File: config.mk
export PLATFORM = sky130hd
export DESIGN_NAME = fft_loop_sequencer
export DESIGN_NICKNAME = d
export VERILOG_FILES = /design/src/rtl/fft_loop_sequencer.sv
export SDC_FILE = /design/constraint.sdc
export NUM_CORES = 1
export LEC_CHECK = 0
export CORE_MARGIN = 3
export CORE_UTILIZATION = 45
export DETAILED_ROUTE_END_ITERATION = 10
export PLACE_DENSITY_LB_ADDON = 0.15
export SLEW_MARGIN = 5
export SYNTH_ARGS = -nofsm -noshare
export SYNTH_HDL_FRONTEND = slang
export SYNTH_SLANG_ARGS = --single-unit
File: constraint.sdc
create_clock -name CGRA_Clock -period 4.25 [get_ports CGRA_Clock]
set_clock_uncertainty 0.05 [all_clocks]
set_input_delay 0.425 -clock CGRA_Clock [delete_from_list [all_inputs] [get_ports CGRA_Clock]]
set_output_delay 0.425 -clock CGRA_Clock [all_outputs]
set_load 0.02 [all_outputs]
File: src/rtl/fft_loop_sequencer.sv
// fft_loop_sequencer: walks radix-2 FFT outer loops and drives CGRA IO pins.
// Optional FFT_SEQ_STALL_EN adds a stall input that freezes the dwell count.
module fft_loop_sequencer #(
    parameter int DATA_W    = 32,
    parameter int LOG2N_MAX = 10,
    parameter int II_W      = 4
) (
    input  logic              CGRA_Clock,
    input  logic              CGRA_Reset_n,
    input  logic              start,
    input  logic              abort,
    input  logic [3:0]        log2n,
    input  logic [II_W-1:0]   ii,
`ifdef FFT_SEQ_STALL_EN
    input  logic              stall,
`endif
    output logic [DATA_W-1:0] i_val,
    output logic [DATA_W-1:0] basedist_val,
    output logic [3:0]        stage,
    output logic              iter_valid,
    output logic              cgra_enable,
    output logic              busy,
    output logic              done,
    output logic              err
);

    localparam int AW    = LOG2N_MAX;
    localparam int CNT_W = LOG2N_MAX - 1 + II_W;

    typedef enum logic [1:0] {
        IDLE,
        ITER,
        DWELL,
        FIN
    } state_t;

    state_t           state_q, state_d;
    logic [AW-1:0]    i_q, i_d;
    logic [AW-1:0]    bd_q, bd_d;
    logic [AW-1:0]    n_half_q, n_half_d;
    logic [II_W-1:0]  ii_q, ii_d;
    logic [CNT_W-1:0] cnt_q, cnt_d;
    logic [3:0]       stage_q, stage_d;
    logic             iter_valid_q, iter_valid_d;
    logic             busy_q, busy_d;
    logic             done_q, done_d;
    logic             err_q, err_d;

    logic             stall_w;
    logic             legal;
    logic [AW:0]      i_next;
    logic             wrap;
    logic [CNT_W-1:0] dwell_load;

`ifdef FFT_SEQ_STALL_EN
    assign stall_w = stall;
`else
    assign stall_w = 1'b0;
`endif

    assign legal      = (log2n != 4'd0) && (int'(log2n) <= LOG2N_MAX);
    assign i_next     = {1'b0, i_q} + {bd_q, 1'b0};
    assign wrap       = i_next >= {n_half_q, 1'b0};
    // bd <= N/2 and ii < 2^II_W, so the product always fits CNT_W bits
    assign dwell_load = CNT_W'(bd_q) * CNT_W'(ii_q);

    always_comb begin
        state_d      = state_q;
        i_d          = i_q;
        bd_d         = bd_q;
        n_half_d     = n_half_q;
        ii_d         = ii_q;
        cnt_d        = cnt_q;
        stage_d      = stage_q;
        iter_valid_d = 1'b0;
        busy_d       = busy_q;
        done_d       = 1'b0;
        err_d        = 1'b0;

        unique case (state_q)
            IDLE: begin
                if (start && !abort) begin
                    if (legal) begin
                        n_half_d     = {{(AW-1){1'b0}}, 1'b1} << (log2n - 4'd1);
                        ii_d         = (ii == '0) ? II_W'(1) : ii;
                        i_d          = '0;
                        bd_d         = AW'(1);
                        stage_d      = 4'd0;
                        iter_valid_d = 1'b1;
                        busy_d       = 1'b1;
                        state_d      = ITER;
                    end else begin
                        err_d = 1'b1;
                    end
                end
            end
            ITER: begin
                cnt_d   = dwell_load;
                state_d = DWELL;
            end
            DWELL: begin
                if (!stall_w) begin
                    if (cnt_q == CNT_W'(1)) begin
                        if (!wrap) begin
                            i_d          = i_next[AW-1:0];
                            iter_valid_d = 1'b1;
                            state_d      = ITER;
                        end else if (bd_q == n_half_q) begin
                            busy_d  = 1'b0;
                            done_d  = 1'b1;
                            state_d = FIN;
                        end else begin
                            i_d          = '0;
                            bd_d         = bd_q << 1;
                            stage_d      = stage_q + 4'd1;
                            iter_valid_d = 1'b1;
                            state_d      = ITER;
                        end
                    end else begin
                        cnt_d = cnt_q - CNT_W'(1);
                    end
                end
            end
            FIN: begin
                state_d = IDLE;
            end
            default: begin
                state_d = IDLE;
            end
        endcase

        // abort wins over stall and over any pending advance
        if (abort && busy_q) begin
            state_d      = IDLE;
            i_d          = '0;
            bd_d         = '0;
            stage_d      = 4'd0;
            cnt_d        = '0;
            iter_valid_d = 1'b0;
            busy_d       = 1'b0;
            done_d       = 1'b0;
        end
    end

    always_ff @(posedge CGRA_Clock or negedge CGRA_Reset_n) begin
        if (!CGRA_Reset_n) begin
            state_q      <= IDLE;
            i_q          <= '0;
            bd_q         <= '0;
            n_half_q     <= '0;
            ii_q         <= '0;
            cnt_q        <= '0;
            stage_q      <= 4'd0;
            iter_valid_q <= 1'b0;
            busy_q       <= 1'b0;
            done_q       <= 1'b0;
            err_q        <= 1'b0;
        end else begin
            state_q      <= state_d;
            i_q          <= i_d;
            bd_q         <= bd_d;
            n_half_q     <= n_half_d;
            ii_q         <= ii_d;
            cnt_q        <= cnt_d;
            stage_q      <= stage_d;
            iter_valid_q <= iter_valid_d;
            busy_q       <= busy_d;
            done_q       <= done_d;
            err_q        <= err_d;
        end
    end

    assign i_val        = DATA_W'(i_q);
    assign basedist_val = DATA_W'(bd_q);
    assign stage        = stage_q;
    assign iter_valid   = iter_valid_q;
    assign cgra_enable  = busy_q;
    assign busy         = busy_q;
    assign done         = done_q;
    assign err          = err_q;

endmodule

=== Yosys cells after proc, flatten, opt, wreduce, memory -nomap -nowiden ===
Cells that the tools add are included.

* Register bits: 57
* Output and inout bits: 73
* Bits of input ports: 12
* Logic and storage cells: 101

* Reduce and logical (&&, ||, !) cells: 15
* Equal/unequal tests: 13
* Mux-type cells: 54
* Shifts and indexed selects: 1
* $add $sub $neg: 4
* Multipliers: 1
* Order comparisons: 2

{| class="wikitable"
|+ Operators with widths
! operator !! number
|-
| 2-to-1 mux 10 bit || 12
|-
| case mux 10 bit (2 select lines) || 2
|-
| 2-to-1 mux 4 bit || 7
|-
| 2-to-1 mux 13 bit || 2
|-
| case mux 13 bit (2 select lines) || 1
|-
| inequality test 3 bit (second input constant) || 7
|-
| 2-to-1 mux 1 bit || 20
|-
| equality test 13 x 1 -> 1 bit (second input constant) || 1
|-
| multiplier 10 x 4 -> 13 bit || 1
|-
| subtractor 13 x 1 -> 13 bit (second input constant) || 1
|-
| 2-to-1 mux 2 bit || 6
|-
| AND reduction 6 bit || 2
|-
| adder 10 x 11 -> 11 bit || 1
|-
| greater-or-equal comparator 11 bit || 1
|-
| equality test 10 bit || 1
|-
| left shift 1 x 4 -> 10 bit (first input constant) || 1
|-
| case mux 2 bit (4 select lines) || 1
|-
| case mux 4 bit (2 select lines) || 1
|-
| AND reduction 3 bit || 2
|-
| nonzero test 3 bit || 2
|-
| AND reduction 5 bit || 1
|-
| adder 4 x 1 -> 4 bit (second input constant) || 1
|-
| equality test 2 bit (second input constant) || 2
|-
| less-or-equal comparator 4 bit (second input constant) || 1
|-
| 10 further kinds || 13
|}

=== Logic depth before layout (Yosys ltp) ===
* Word-level depth: 6
* Depth in mapped cells: 16
* Gate-level depth less buffers: 15

=== Worst setup path after synthesis ===
Ideal clock, no wire load.

* Kind: register -> register
* Start point: register bd_q[4]
* End point: register i_q[1]
* Period minus slack after synthesis: 3.877 ns
* Arrival time: 3.760 ns
* Path buffers: 0
* Setup slack: 0.373 ns
* Data required time: 4.134 ns
* Library setup time: 0.066 ns
* Cell stages (with the launch flop): 14
* Cells stage by stage: dfrtp_1 > ha_1 > nand3_1 > o211ai_1 > or4_1 > a31o_2 > a21oi_1 > xnor2_1 > ha_1 > nand4_1 > o31ai_1 > o21ai_0 > o21ai_1 > a22o_1

* Word-level cells in the longest chain between the ends: 6
* Elaborated cells between the ends (all ways): 9
* Those cells by class: 1 x add/sub; 1 x order compare; 2 x eq/ne; 4 x mux; 1 x reduce/logical

{| class="wikitable"
|+ RTL lines
! item !! RTL line !! RTL
|-
| from (decl) || 39 || <nowiki>logic [AW-1:0] bd_q, bd_d;</nowiki>
|-
| from (signal assigned) || 149 || <nowiki>bd_q <= '0;</nowiki>
|-
| from (signal assigned) || 161 || <nowiki>bd_q <= bd_d;</nowiki>
|-
| adder 10 x 11 -> 11 bit || 62 || <nowiki>assign i_next = {1'b0, i_q} + {bd_q, 1'b0};</nowiki>
|-
| greater-or-equal comparator 11 bit || 63 || <nowiki>assign wrap = i_next >= {n_half_q, 1'b0};</nowiki>
|-
| 2-to-1 mux 10 bit || 104 || <nowiki>if (!wrap) begin</nowiki>
|-
| 2-to-1 mux 10 bit || 103 || <nowiki>if (cnt_q == CNT_W'(1)) begin</nowiki>
|-
| case mux 10 bit (2 select lines) || 80 || <nowiki>unique case (state_q)</nowiki>
|-
| 2-to-1 mux 10 bit || 133 || <nowiki>if (abort && busy_q) begin</nowiki>
|-
| to (signal assigned) || 160 || <nowiki>i_q <= i_d;</nowiki>
|-
| to (decl) || 38 || <nowiki>logic [AW-1:0] i_q, i_d;</nowiki>
|}

Parallel ways exist; a longest one is shown, timed or not. The select of a mux whose other input is x is not followed.
A chain may end at the register's enable or synchronous reset.

=== Worst setup path in the final report ===
* Start point: register i_q[2]
* End point: register stage_q[0] (netlist: stage[0])

* Word-level cells in the longest chain between the ends: 4

{| class="wikitable"
|+ RTL lines
! item !! RTL line !! RTL
|-
| adder 10 x 11 -> 11 bit || 62 ||
|-
| greater-or-equal comparator 11 bit || 63 ||
|-
| inequality test 3 bit (no source line) || - ||
|-
| AND reduction 6 bit (no source line) || - ||
|-
| to (signal assigned) || 165 || <nowiki>stage_q <= stage_d;</nowiki>
|-
| to (decl) || 43 || <nowiki>logic [3:0] stage_q, stage_d;</nowiki>
|}

No other way between the ends.

==> metrics.txt <==
run status complete, no violations; Synth async-reset ratio 1.00; initial antenna violation count 0; Vert. Die Dim 111 um; share of layout cells above drive strength 1 0.0749; H-tree Lvls 2; CP peak stage delay 450 ps; WHS 201 ps; final instance area 5470 um2; post-layout min period 3890 ps; GR Overflow Total 0; Top FF cell, synth dfrtp_1; # clock sinks 56; critical path arrival 4050 ps; antenna diode count 0; maximum clock path buffer count 2; Hold WC Path Type primary input to asynchronous set/reset pin; drt drc 0; R2R depth 15; # port buffers 39; maximum VDD drop 131 uV; drt via density 5.40; Pleak between 0.002 and 0.003 uW; Mapped Avg Cell Area around 9 um2; end-of-flow core utilization 0.520; Setup WS post-layout 362 ps; Initial Util 0.470; Clock power frac 0.397; buffers plus inverters on the worst setup path 2; Ports 85; total length of routed wires 11.9 mm; Max-Cap Viols 0; total track usage 0.199; root buffer cell clkbuf_8; Cells after Synth 561; DIE AREA around 12000 um2; maximum clock frequency 0.257 GHz; Mapped Area 4940 um2; Post-synth top cells nand2_1 (59), dfrtp_1 (56), buf_4 (47), nor2_1 (44), inv_1 (42); via count 3980; count of cell types in the netlist 65; CP max FO 13; Clock Latency Late Sink 320 ps; sequential area share after synthesis 0.284; Synth Warn # 0; Area Growth Syn to Fin 10.7%; Area contributors post-synth dfrtp_1 (28%), ha_1 (10%), buf_4 (7.1%), fa_1 (6.9%), nand2_1 (4.5%); Detail Placement HPWL 9.02 mm; final net count 669; CTS Buf Count 5; Core ar. 10500 um2; Detailed Route Iter0 Violations 264; critical path depth 15; pre-CTS WS 309 ps; worst slew pin tran about 740 ps; EDFF count, synth 0; Yosys top cell area share 0.284; cell family with most CP delay compound AO/OA/AOI/OAI gates; cell taking the most area after synthesis dfrtp_1; startpoint types register; Logic pwr share 0.069; Final Setup Violations 0; first-pass GRT wire length 20.1 mm; wire per inst 16.1 um; fin crit share 0.915; CTS Hold Buffers Added 0; Setup CP Type register to register; Antenna Nets Post-Route 0; Crit-path slowest cell or4_1; Cell Area, Placed 5340 um2; #FFs+latches synth 56; RSZ-0062 raised after global routing false; P per Cell Area 182 nW/um2; Slew Viols, Final 0; setup tns final 0 ps; worst-path cell chain ha_1 -> a21oi_1 -> o211ai_1 -> or4_1 -> a31o_2 -> a21oi_1 -> xnor2_1 -> ha_1 -> nand4_1 -> o31ai_1 -> buf_4 -> o21ba_2 -> o21ai_1 -> buf_4 -> mux2_2; Row Count 37; Max-Slew Margin vs Limit 0.499; CP Data Required Time 4410 ps; internal power ~750 uW; net load switching power 243 uW; number of global-route vias before repair 3861; Fin. Hold Viols 0; drt first pass iters 4; largest net degree at the start of global routing 57; Die Wd approximately 110 um; Reg clk slew, reported paths around 110 ps; crit path capture type register; RePlAce Congestion 0.829; Flop pwr share 0.534; most common cell in the netlist nand2_1; CTS tree built; Switching Share 0.244
[worst reg2reg max path, cell delays in order (launching register included)]
cell	delay, ps
dfrtp_1	430
ha_1	310
a21oi_1	190
o211ai_1	160
or4_1	450
a31o_2	250
a21oi_1	170
xnor2_1	80
ha_1	330
nand4_1	120
o31ai_1	340
buf_4	190
o21ba_2	180
o21ai_1	70
buf_4	200
mux2_2	270
[power by group through the flow]
stage	clock [uW]	sequential, uW	combinational [uW]
6_report	395	532	68.8
3_3_place_gp	0	543	68.0
4_1_cts	403	532	68.9
2_1_floorplan	0	543	73.6
3_5_place_dp	0	543	68.9
5_1_grt	420	533	74.3
[logic make-up after synthesis]
| logic type | share of synthesized area |
|---|---|
| flops | 0.284 |
| mux | 0.0172 |
| buf+inv | 0.120 |
| compound gates | 0.166 |
| other cells | 0.000759 |
| fa+ha+maj | 0.172 |
| xor+xnor | 0.0443 |
| simple gates | 0.196 |
[cell type report]
cell class / count / area [um2]
flip-flops and latches: 56 / 1400
fillers: 982 / 5040
inverters: 42 / 158
multi-input cells: 441 / 3110
clock inverters: 1 / 30.0
repair buffers: 54 / 498
well taps: 136 / 170
clock buffers: 7 / 96.3
[worst paths after layout]
check                                             start                 endpoint  slack (ps)
worst max-delay path                 i_q[2]$_DFFE_PN0P_     stage[0]$_DFFE_PN0P_         360
worst min-delay path                       CGRA_Reset_n     cnt_q[2]$_DFFE_PN0P_         200
worst max register to register       i_q[2]$_DFFE_PN0P_     stage[0]$_DFFE_PN0P_         360
worst min register to register  n_half_q[6]$_DFFE_PN0P_  n_half_q[6]$_DFFE_PN0P_         490
max in group asynchronous                  CGRA_Reset_n  n_half_q[1]$_DFFE_PN0P_        3460
min in group CGRA_Clock         n_half_q[6]$_DFFE_PN0P_  n_half_q[6]$_DFFE_PN0P_         490
[placed cells by master, fill, tap and decap left out, types with 3 or more instances in the layout]
| master | instances |
|---|---|
| a211oi_1 | 6 |
| a21o_1 | 3 |
| a21oi_1 | 26 |
| a22o_1 | 22 |
| a31oi_1 | 3 |
| and2_1 | 14 |
| buf_4 | 15 |
| clkbuf_8 | 7 |
| clkdlybuf4s50_1 | 38 |
| conb_1 | 45 |
| dfrtp_1 | 56 |
| fa_1 | 17 |
| ha_1 | 40 |
| inv_1 | 42 |
| mux2_2 | 4 |
| mux2i_1 | 4 |
| nand2_1 | 59 |
| nand2b_1 | 9 |
| nand3_1 | 13 |
| nand4_1 | 3 |
| nor2_1 | 44 |
| nor2b_1 | 5 |
| nor3_1 | 8 |
| nor4_1 | 4 |
| nor4b_1 | 4 |
| o21ai_0 | 23 |
| o31ai_1 | 6 |
| o41ai_1 | 4 |
| or2_2 | 3 |
| or3_1 | 4 |
| xnor2_1 | 21 |
| xor2_1 | 4 |
[through the flow]
stage | total power, uW | cells
after floorplan | 617 | 605
final | 997 | 737
after global routing | 1030 | 737
after detailed placement | 612 | 729
after global placement | 611 | 729
after CTS | 1000 | 737
[metal layers]
metal  up-vias  routed length [um]  global-route usage
li1       1927                   -                   -
met1      1924                5660               0.293
met2       118                5410               0.315
met3        11                 599              0.0229
met4         0                 187              0.0452
met5         -                   0                   0
[flip-flops by register name, summed over array words and instances (netlist names)]
| register | flops |
|---|---|
| i_q | 9 |
| stage | 4 |
| err | 1 |
| done | 1 |
| ii_q | 4 |
| iter_valid | 1 |
| state_q | 2 |
| cnt_q | 13 |
| bd_q | 10 |
| busy | 1 |
| n_half_q | 10 |
[timing repair]
item | CTS | global route
gates resized for setup | 0 | 1
setup endpoints to repair | 0 | 9
buffers inserted | 0 | 0
(Power assumes the default switching activity.)
